### src/rtl/sram_pkg.sv
// Shared types and constants for SRAM initiators and readers.
package sram_pkg;

  localparam int unsigned SRAM_ADDR_WIDTH = 13;
  localparam int unsigned SRAM_NUM_WMASKS = 4;

  typedef enum logic [1:0] {
    SZ_BYTE    = 2'b00,
    SZ_HALF    = 2'b01,
    SZ_WORD    = 2'b10,
    SZ_ILLEGAL = 2'b11
  } mem_size_e;

  typedef enum logic [1:0] {
    IDLE,
    ISSUE,
    WAIT,
    RESP
  } lsu_state_e;

endpackage

### src/rtl/sram_load_align.sv
// Aligns a 32-bit SRAM read word to a byte offset and sign/zero-extends
// the selected byte, half or word.
module sram_load_align
  import sram_pkg::*;
(
  input  logic [31:0] word_i,
  input  logic [1:0]  offset_i,
  input  mem_size_e   size_i,
  input  logic        unsigned_i,
  output logic [31:0] data_o
);

  logic [31:0] shifted;

  // Shift the addressed lane down to bit 0, then extend to 32 bits.
  always_comb begin
    shifted = word_i >> {offset_i, 3'b000};
    data_o  = shifted;
    case (size_i)
      SZ_BYTE: data_o = {{24{~unsigned_i & shifted[7]}}, shifted[7:0]};
      SZ_HALF: data_o = {{16{~unsigned_i & shifted[15]}}, shifted[15:0]};
      default: data_o = shifted;
    endcase
  end

endmodule

### src/rtl/sram_lsu_master.sv
// Load/store initiator for the on-chip data SRAM: one outstanding request,
// single-cycle SRAM select, fixed read latency, one-cycle response strobe.
module sram_lsu_master
  import sram_pkg::*;
#(
  parameter int unsigned ADDR_WIDTH   = SRAM_ADDR_WIDTH,
  parameter int unsigned DATA_WIDTH   = 32,
  parameter int unsigned NUM_WMASKS   = SRAM_NUM_WMASKS,
  parameter int unsigned READ_LATENCY = 1
) (
  input  logic                  clk_i,
  input  logic                  rst_i,
  input  logic                  req_valid_i,
  output logic                  req_ready_o,
  input  logic                  req_we_i,
  input  logic [ADDR_WIDTH+1:0] req_addr_i,
  input  logic [1:0]            req_size_i,
  input  logic                  req_unsigned_i,
  input  logic [DATA_WIDTH-1:0] req_wdata_i,
  output logic                  rsp_valid_o,
  output logic [DATA_WIDTH-1:0] rsp_rdata_o,
  output logic                  rsp_err_o,
  output logic                  sram_csb_o,
  output logic                  sram_web_o,
  output logic [NUM_WMASKS-1:0] sram_wmask_o,
  output logic [ADDR_WIDTH-1:0] sram_addr_o,
  output logic [DATA_WIDTH-1:0] sram_wdata_o,
  input  logic [DATA_WIDTH-1:0] sram_rdata_i
);

  lsu_state_e state_q, state_d;
  logic [1:0] cnt_q, cnt_d;
  logic [1:0] off_q;
  mem_size_e  size_q;
  logic       uns_q, we_q;

  mem_size_e             req_size;
  logic                  req_err;
  logic [NUM_WMASKS-1:0] lane_mask;
  logic [DATA_WIDTH-1:0] lane_data;
  logic [DATA_WIDTH-1:0] load_data;

  logic                  csb_d, web_d, rsp_valid_d, rsp_err_d;
  logic [NUM_WMASKS-1:0] wmask_d;
  logic [ADDR_WIDTH-1:0] addr_d;
  logic [DATA_WIDTH-1:0] wdata_d, rsp_rdata_d;

  assign req_ready_o = (state_q == IDLE);

  sram_load_align u_align (
    .word_i     (sram_rdata_i),
    .offset_i   (off_q),
    .size_i     (size_q),
    .unsigned_i (uns_q),
    .data_o     (load_data)
  );

  // Decode the incoming request: alignment check and store lane replication.
  always_comb begin
    req_size  = mem_size_e'(req_size_i);
    req_err   = 1'b0;
    lane_mask = 4'b1111;
    lane_data = req_wdata_i;
    case (req_size)
      SZ_BYTE: begin
        lane_mask = 4'b0001 << req_addr_i[1:0];
        lane_data = {4{req_wdata_i[7:0]}};
      end
      SZ_HALF: begin
        req_err   = req_addr_i[0];
        lane_mask = 4'b0011 << {req_addr_i[1], 1'b0};
        lane_data = {2{req_wdata_i[15:0]}};
      end
      SZ_WORD: req_err = |req_addr_i[1:0];
      default: req_err = 1'b1;
    endcase
  end

  // Next state plus next values of every registered output.
  always_comb begin
    state_d     = state_q;
    cnt_d       = cnt_q;
    csb_d       = 1'b1;
    web_d       = 1'b1;
    wmask_d     = '0;
    addr_d      = sram_addr_o;
    wdata_d     = sram_wdata_o;
    rsp_valid_d = 1'b0;
    rsp_err_d   = 1'b0;
    rsp_rdata_d = '0;
    case (state_q)
      IDLE: begin
        if (req_valid_i) begin
          if (req_err) begin
            state_d     = RESP;
            rsp_valid_d = 1'b1;
            rsp_err_d   = 1'b1;
          end else begin
            state_d = ISSUE;
            csb_d   = 1'b0;
            web_d   = ~req_we_i;
            addr_d  = req_addr_i[ADDR_WIDTH+1:2];
            wmask_d = req_we_i ? lane_mask : '0;
            wdata_d = lane_data;
          end
        end
      end
      ISSUE: begin
        if (we_q) begin
          state_d     = RESP;
          rsp_valid_d = 1'b1;
        end else begin
          state_d = WAIT;
          cnt_d   = 2'(READ_LATENCY - 1);
        end
      end
      WAIT: begin
        if (cnt_q == '0) begin
          state_d     = RESP;
          rsp_valid_d = 1'b1;
          rsp_rdata_d = load_data;
        end else begin
          cnt_d = cnt_q - 2'd1;
        end
      end
      default: state_d = IDLE;
    endcase
  end

  // FSM state register.
  always_ff @(posedge clk_i) begin
    if (rst_i) state_q <= IDLE;
    else       state_q <= state_d;
  end

  // Registered outputs, wait counter and request fields latched at accept.
  always_ff @(posedge clk_i) begin
    if (rst_i) begin
      cnt_q        <= '0;
      off_q        <= '0;
      size_q       <= SZ_BYTE;
      uns_q        <= 1'b0;
      we_q         <= 1'b0;
      sram_csb_o   <= 1'b1;
      sram_web_o   <= 1'b1;
      sram_wmask_o <= '0;
      sram_addr_o  <= '0;
      sram_wdata_o <= '0;
      rsp_valid_o  <= 1'b0;
      rsp_err_o    <= 1'b0;
      rsp_rdata_o  <= '0;
    end else begin
      cnt_q        <= cnt_d;
      if (req_valid_i && req_ready_o) begin
        off_q  <= req_addr_i[1:0];
        size_q <= req_size;
        uns_q  <= req_unsigned_i;
        we_q   <= req_we_i;
      end
      sram_csb_o   <= csb_d;
      sram_web_o   <= web_d;
      sram_wmask_o <= wmask_d;
      sram_addr_o  <= addr_d;
      sram_wdata_o <= wdata_d;
      rsp_valid_o  <= rsp_valid_d;
      rsp_err_o    <= rsp_err_d;
      rsp_rdata_o  <= rsp_rdata_d;
    end
  end

endmodule
### config.mk
export PLATFORM = sky130hd
export DESIGN_NAME = sram_lsu_master
export DESIGN_NICKNAME = d
export VERILOG_FILES = /design/src/rtl/sram_pkg.sv /design/src/rtl/sram_load_align.sv /design/src/rtl/sram_lsu_master.sv
export SDC_FILE = /design/constraint.sdc
export NUM_CORES = 1
export LEC_CHECK = 0
export ABC_AREA = 1
export CELL_PAD_IN_SITES_DETAIL_PLACEMENT = 0
export CELL_PAD_IN_SITES_GLOBAL_PLACEMENT = 1
export CORE_MARGIN = 1
export CORE_UTILIZATION = 40
export DETAILED_ROUTE_END_ITERATION = 7
export DONT_BUFFER_PORTS = 1
export PLACE_DENSITY_LB_ADDON = 0.1
export SLEW_MARGIN = 10
export SYNTH_ARGS = -nofsm -noshare
export SYNTH_HDL_FRONTEND = slang
export SYNTH_HIERARCHICAL = 1
export SYNTH_SLANG_ARGS = --single-unit
### constraint.sdc
create_clock -name clk_i -period 2 [get_ports clk_i]
set_input_delay 0.4 -clock clk_i [delete_from_list [all_inputs] [get_ports clk_i]]
set_output_delay 0.4 -clock clk_i [all_outputs]
set_load 0.005 [all_outputs]
After elaboration in Yosys (flattened, before gate mapping) --
Index checks and enable logic that the tools add are counted.
Cells by class: $add $sub $neg 1, multiply operators 0, div/mod/pow operators 0, magnitude comparators 0, equality and inequality tests 9, shift-type cells 3, muxes and demuxes 17, bitwise logic cells 9, reduce and logical (&&, ||, !) cells 15
Operator list (count):
- $pmux 32 s2 | 2
- $shr 32x5->32 | 1
- $mux 2 | 5
- $logic_not 2->1 | 4
- $ne 2x2->1 const B | 4
- $pmux 4 s2 | 1
- $not 1->1 | 7
- $eq 2x1->1 const B | 3
- $pmux 1 s3 | 2
- $pmux 2 s3 | 1
- $reduce_and 3->1 | 2
- $reduce_or 3->1 | 2
- $mux 1 | 5
- $reduce_or 5->1 | 1
- $eq 2x2->1 const B | 2
- $pmux 2 s2 | 1
- $reduce_or 2->1 | 2
- $reduce_or 4->1 | 1
- $shl 1x2->4 const A | 1
- $shl 2x2->4 const A | 1
- $and 1x1->1 | 2
- $reduce_and 2->1 | 1
- $reduce_bool 2->1 | 1
- $sub 2x1->2 const B | 1
- $logic_and 1x1->1 | 1
Storage, ports and cells: bits in registers 95, bits in latches 0, RAM bits 0, bits in read-only memories 0, output and inout bits 86, logic and storage cells 68, memories kept 0

Depth between registers and ports, before layout --
Gate-level depths: netlist of run 1.
depth after elaboration 5, mapped depth 10, mapped depth without buffers 8

By module --
Netlist of run 1, hierarchy kept.
Modules (own cells, without submodules):
- sram_lsu_master | times used 1, cells each 464, area each 3527.1 sq um
- sram_load_align | times used 1, cells each 174, area each 903.4 sq um

Worst setup path after synthesis of run 1 --
OpenSTA, ideal clock, no wires.
path kind reg-to-reg, from register state_q[0], to register sram_wdata_o[10], library setup time 0.132 ns, arrival 1.356 ns, required time 1.868 ns, slack 0.511 ns, cell stages (with the launch flop) 11, buffers on the path 2, clock period less this slack 1.489 ns, cells stage by stage dfxtp_1 inv_1 ha_1 nand2_1 inv_1 nand3_4 inv_2 buf_6 buf_4 nand2_1 a21oi_1
On the way: word-level cells in the longest chain between the ends 2
RTL lines:
- from (decl) | line sram_lsu_master.sv:31 | lsu_state_e state_q, state_d;
- from (signal assigned) | line sram_lsu_master.sv:133 | else state_q <= state_d;
- $logic_not 2->1
- named net req_ready_o | line sram_lsu_master.sv:14 | output logic req_ready_o,
- $reduce_and 3->1 (no line)
- to (signal assigned) | line sram_lsu_master.sv:164 | sram_wdata_o <= wdata_d;
- to (decl) | line sram_lsu_master.sv:27 | output logic [DATA_WIDTH-1:0] sram_wdata_o,
The timed path passes the listed nets, and every way through them passes these cells. A chain may end at the register's enable or synchronous reset.

Final worst setup path of run 1 --
from register state_q[0], to register sram_wdata_o[23]
On the way: word-level cells in the longest chain between the ends 2
RTL lines:
- $logic_not 2->1 | line sram_lsu_master.sv:91 | case (state_q)
- $reduce_and 3->1 (no line)
Every way passes these cells.

==> impl_metrics.yaml, run 1 <==
power_and_ir_drop:
  p_per_area_nw_per_um2: 1140
  p_leak_nw: 2.11
  vdd_drop_max_mv: 0.403
  finalPower_w: 0.00531
route:
  drc: 0
  first_iter_violations: 156
  drt_pass1_iterations: 4
  vias_per_cell: 5.05
  ant_nets: 0
  drt-total-wl_um: 11800
  wl_per_cell_um: 15.5
  num_vias: 3872
logic_synthesis:
  synthTopCellsByCount: "nand2_1, dfxtp_1, a21oi_1"
  async_flop_share_pct: 0
  synth_cells: 638
  synth_top_area_cell: "dfxtp_1"
  syn-num-nets: 729
  yosysSeqAreaShare_pct: 42.9
  avgSynthCellArea_um2: 6.94
  yosysTopAreaCellShare_pct: 42.9
  ys.flop_type: "dfxtp_1"
  synth_edf_count: 0
  synth_cell_types: 29
  synth_most_common_cell: "nand2_1"
  netlist_top_cells_area: "dfxtp_1, nand2_1, a21oi_1"
  synth_area_um2: 4430
  synth_warnings: 6
  synth-seq-cells: 95
setup_path:
  worst_ep_arrival_time_ns: 2.04
  cpMostUsedCell: "nand2_1"
  reg2reg_from: "state_q[0]"
  cp_max_fo: 45
  reg2reg_to: "sram_wdata_o[23]"
  cp.required_ns: 2.29
  path_class: "register to register"
  reg2reg_slack_ns: 0.25
  cp-end-kind: "register"
  r2r_cells: 8
  critPathMaxStageDelay_ns: 0.40
  cp-endpoint: "sram_wdata_o[23]"
  crit_start: "state_q[0]"
  startpoint_type: "register"
  cp_slowest_cell: "dfxtp_1"
  path_cells: "inv_1, ha_1, nand2_1, clkinvlp_4, nand3_4, buf_6, nand2_1, a21oi_1"
placed_design:
  port_buffers: 0
  place.detailed.hpwl_um: 8570
  gp_congestion: 0.844
sta:
  rsz0062_at_grt: "no"
  setup_viol: 0
  skew_ns: 0.0170
  finalHoldViolCount: 0
  worstMarginPinSlew_ns: 0.454
  period_share_pct: 87.4
  layout_min_cycle_time_ns: 1.75
  maxSlewViolCount: 0
  hold_ws_ns: 0.0809
  tns_ns: 0
  max_freq_mhz: 572
  relSlewSlack_pct: 69.7
clocking:
  insertion_delay_ns: 0.38
  cts_tree: "yes"
  clkSlewWorstSetupHoldPaths_ns: 0.10
  clockRootBuffer: "clkbuf_8"
  htreeDepth: 3
  cts_sinks: 95
  cts_max_path_buffers: 2
  cts_buffers: 9
flow_run:
  cap_violations: 0
layout:
  layout-drive-gt1-share_pct: 8.79
  syn_to_final_growth_pct: 5.03
  diodes: 0
  fillers: 1176
  final_util_pct: 43.1
  final_nets: 713
floorplan:
  num_io_pins: 172
  rows: 38
  die_x_um: 107
  start_util_pct: 41.1
  die_height_um: 107
  die-area_um2: 11500
  coreArea_um2: 10800
status:
  status: "completed"
global_route:
  grt_start_max_net_pins: 46
  grt.total_usage_pct: 21.2
  grt_pass1_vias: 3622
  overflow: 0
  grt_pass1_wl_um: 18400
  antenna_found_initial: 0
hold_path:
  min_path_type: "primary input to register"
## final cells by class
| type | instances | area, um^2 | area share [%] |
|---|---|---|---|
| Multi-Input combinational cell | 441 | 2060 | 44.2 |
| Sequential cell | 95 | 1900 | 40.9 |
| Inverter | 65 | 248 | 5.32 |
| Tap cell | 140 | 175 | 3.76 |
| Clock buffer | 12 | 155 | 3.33 |
| Timing Repair Buffer | 10 | 91.3 | 1.96 |
| Clock inverter | 3 | 26.3 | 0.565 |
## state kept, by name (all words and copies together) (netlist names)
register	flops
sram_web_o	1
off_q	2
sram_csb_o	1
size_q	2
sram_wmask_o	4
rsp_valid_o	1
sram_wdata_o	32
rsp_rdata_o	32
we_q	1
sram_addr_o	13
state_q	2
cnt_q	2
uns_q	1
rsp_err_o	1
## per-stage QoR
stage               worst slack [ns]  cells  instance area, um^2
CTS                            0.129    765                 4640
global route                  0.0537    766                 4650
floorplan                      0.511    638                 4430
global placement               0.265    750                 4460
finish                         0.252    766                 4650
detailed placement             0.171    750                 4460
## what timing repair did
| action | in CTS | in global routing |
|---|---|---|
| hold buffers | 0 | 0 |
| setup buffers | 0 | 1 |
| setup endpoints to repair | 0 | 38 |
| gates resized for setup | 0 | 2 |
## report_power, final
part           switching [W]  internal [W]
sequential          0.000168       0.00213
clock               0.000685      0.000523
combinational        0.00117      0.000628
## layout by cell type (no fill, tap or decap)
master,instances
o21ai_4,1
nand3_1,28
nor2_1,64
o21ai_2,1
ha_1,5
o21ai_0,25
clkbuf_8,11
a21oi_1,66
and2_1,1
nand2_1,216
nand3_4,2
clkinv_1,1
o22ai_1,1
nand2_2,1
nor2_2,3
inv_2,3
nand3_2,16
buf_4,8
or2_2,1
inv_6,1
clkbuf_1,1
clkinvlp_4,1
buf_12,1
dfxtp_1,95
inv_1,60
buf_6,1
clkinv_4,2
o211ai_1,6
nor2_4,1
a22oi_1,2
nand2_4,1
## routing by layer
metal | wire (um) | vias up | global-route usage, %
met4 | 236 | 0 | 9.39
li1 | - | 1950 | -
met1 | 4510 | 1776 | 22.5
met5 | 0 | - | 0
met3 | 1190 | 18 | 8.81
met2 | 5910 | 128 | 36.5
## critical path, delay by kind of cell, from the launching register on
| family | cells | cell delay (ns) |
|---|---|---|
| AOI/OAI and AO/OA | 1 | 0.17 |
| adders and majority gates | 1 | 0.21 |
| buffers and inverters | 3 | 0.54 |
| DFF | 1 | 0.40 |
| and+or+nand+nor | 3 | 0.34 |
## how the worst min path moves through the flow
stage / startpoint / end / slack [ns] / cells after the start
floorplan: cnt_q[1] / cnt_q[1] / 0.43 / 2
global placement: cnt_q[1] / cnt_q[1] / 0.45 / 2
detailed placement: cnt_q[1] / cnt_q[1] / 0.46 / 2
CTS: rst_i / state_q[0] / 0.06 / 1
global route: rst_i / sram_addr_o[4] / 0.05 / 1
finish: rst_i / state_q[0] / 0.08 / 1
## logic make-up after synthesis
| group | after synthesis | synth area share (%) |
|---|---|---|
| simple gates | 334 | 32.6 |
| compound gates | 102 | 12.3 |
| buf+inv | 102 | 10.7 |
| flops | 95 | 42.9 |
| fa+ha+maj | 5 | 1.41 |
(Power assumes the default switching activity.)
==> inputs of run 2 (changes only) <==
==> constraint.sdc (replaced) <==
create_clock -name clk_i -period 2.04 [get_ports clk_i]
set_input_delay 0.408 -clock clk_i [delete_from_list [all_inputs] [get_ports clk_i]]
set_output_delay 0.408 -clock clk_i [all_outputs]
set_load 0.005 [all_outputs]
==> run 2 against run 1 <==
Effect of this change:
- via count shrank 0.41%
- maximum frequency shrank 1.1%
- largest power group unchanged
- largest cell class unchanged
- final area is 0.38% higher
- highest routed layer unchanged
==> impl_metrics.yaml, run 2 (synthesis gave the netlist of run 1 again) <==
sta:
  worstMarginPinSlew_ns: 0.450
  layout_min_cycle_time_ns: 1.77
  tns_ns: 0
  relSlewSlack_pct: 70.0
  setup_viol: 0
  period_share_pct: 86.7
  maxSlewViolCount: 0
  max_freq_mhz: 565
  rsz0062_at_grt: "no"
  skew_ns: 0.00814
  hold_ws_ns: 0.0894
  finalHoldViolCount: 0
  setup_ws_ns: 0.271
floorplan:
  start_util_pct: 41.1
  num_io_pins: 172
  die_x_um: 107
  rows: 38
  die_height_um: 107
  coreArea_um2: 10800
  die-area_um2: 11500
layout:
  final_cell_mix: "nand2_1, dfxtp_1, a21oi_1"
  layout-drive-gt1-share_pct: 8.49
  final_util_pct: 43.3
  reg.largest.list: "rsp_rdata_o x32, sram_wdata_o x32, sram_addr_o x13"
  diodes: 0
  syn_to_final_growth_pct: 5.42
  final_nets: 711
  fillers: 1169
  layout_commonest_cell: "nand2_1"
  post-route-cell-area_um2: 4670
status:
  status: "completed"
clocking:
  insertion_delay_ns: 0.37
  clockRootBuffer: "clkbuf_8"
  cts_max_path_buffers: 2
  cts_sinks: 95
  htreeDepth: 3
  cts_tree: "yes"
  clkSlewWorstSetupHoldPaths_ns: 0.09
  cts_buffers: 9
global_route:
  grt_pass1_vias: 3703
  grt.total_usage_pct: 21.4
  grt_pass1_wl_um: 18700
  antenna_found_initial: 0
  grt_start_max_net_pins: 46
  overflow: 0
power_and_ir_drop:
  p_per_area_nw_per_um2: 1150
  vdd_drop_max_mv: 0.396
  p_leak_nw: 2.13
setup_path:
  path_cells: "inv_1, ha_1, nand2_1, inv_1, nand3_4, inv_2, buf_12, o21ai_0, nor2_1"
  startpoint_type: "register"
  cp.required_ns: 2.36
  path_class: "register to register"
  cp-end-kind: "register"
  cp_max_fo: 36
  cp_slowest_cell: "dfxtp_1"
  cpMostUsedCell: "inv_1"
  critPathMaxStageDelay_ns: 0.35
  r2r_cells: 9
  worst_ep_arrival_time_ns: 2.09
placed_design:
  place_ws_ns: 0.238
  placed_area_um2: 4450
  gp_congestion: 0.843
  place.detailed.hpwl_um: 8570
  port_buffers: 0
route:
  num_vias: 3856
  ant_nets: 0
  drt_pass1_iterations: 4
  vias_per_cell: 5.05
  first_iter_violations: 136
  drc: 0
  drt-total-wl_um: 11900
  wl_per_cell_um: 15.5
hold_path:
  min_path_type: "primary input to register"
  whs_path_depth: 1
flow_run:
  cap_violations: 0
[run 2: cell count changes in the layout (fill, tap and decap cells not counted)]
cell,before,now
clkinvlp_4,1,0
clkinv_2,0,1
clkinv_4,2,1
buf_4,8,6
clkbuf_1,1,0
clkbuf_8,11,9
inv_1,60,61
bufinv_16,0,2
inv_8,0,1
[run 2: path summary, 6_finish.rpt]
check / slack, ns / endpoint / start
setup reg to reg: 0.27 / sram_wdata_o[28] / state_q[0]
hold reg to reg: 0.48 / cnt_q[1] / cnt_q[1]
setup / recovery: 0.27 / sram_wdata_o[28] / state_q[0]
hold / removal: 0.09 / state_q[1] / rst_i
[run 2: final cells by class]
| class | instances | area, um^2 | area share [%] |
|---|---|---|---|
| well taps | 140 | 175 | 3.75 |
| flip-flops and latches | 95 | 1900 | 40.7 |
| clock buffers | 9 | 124 | 2.65 |
| multi-input cells | 441 | 2060 | 44.0 |
| inverters | 65 | 244 | 5.22 |
| repair buffers | 8 | 76.3 | 1.63 |
| clock inverters | 6 | 93.8 | 2.01 |
[run 2: per-stage QoR]
step | std cells | total power, W
floorplan | 638 | 0.00378
global placement | 749 | 0.00405
detailed placement | 749 | 0.00407
CTS | 764 | 0.00548
global route | 764 | 0.00586
finish | 764 | 0.00539
[run 2: what timing repair did]
item                       CTS  global route
hold buffers                 0             0
setup endpoints to repair    0             2
setup buffers                0             0
gates resized for setup      0             1
[run 2: power breakdown]
group / leakage (nW) / switching [W] / internal (W)
Clock: 0.112 / 0.000688 / 0.000696
Combinational: 1.25 / 0.00115 / 0.000602
Sequential: 0.772 / 0.000164 / 0.00209
[run 2: metal layers]
layer  track usage (%)  routed length, um  up-vias
met2              37.6               5900      138
met3              8.51               1250       19
met5                 0                  0        -
li1                  -                  -     1944
met1              22.7               4470     1755
met4              9.00                232        0
[run 2: worst max-delay path, delay by kind of cell (launching register included)]
family,cells,cell delay [ns]
compound gates,1,0.10
fa+ha+maj,1,0.16
buf+inv,4,0.79
flops,1,0.35
simple gates,3,0.30
==> inputs of run 3 (changes only) <==
--- a/config.mk
+++ b/config.mk
@@ -10,6 +10,7 @@
 export CELL_PAD_IN_SITES_GLOBAL_PLACEMENT = 1
 export CORE_MARGIN = 1
 export CORE_UTILIZATION = 40
+export CTS_CLUSTER_SIZE = 20
 export DETAILED_ROUTE_END_ITERATION = 7
 export DONT_BUFFER_PORTS = 1
 export PLACE_DENSITY_LB_ADDON = 0.1
==> results of run 3 <==
Same layout as run 2: the final DEF is identical, and so are final timing and power.
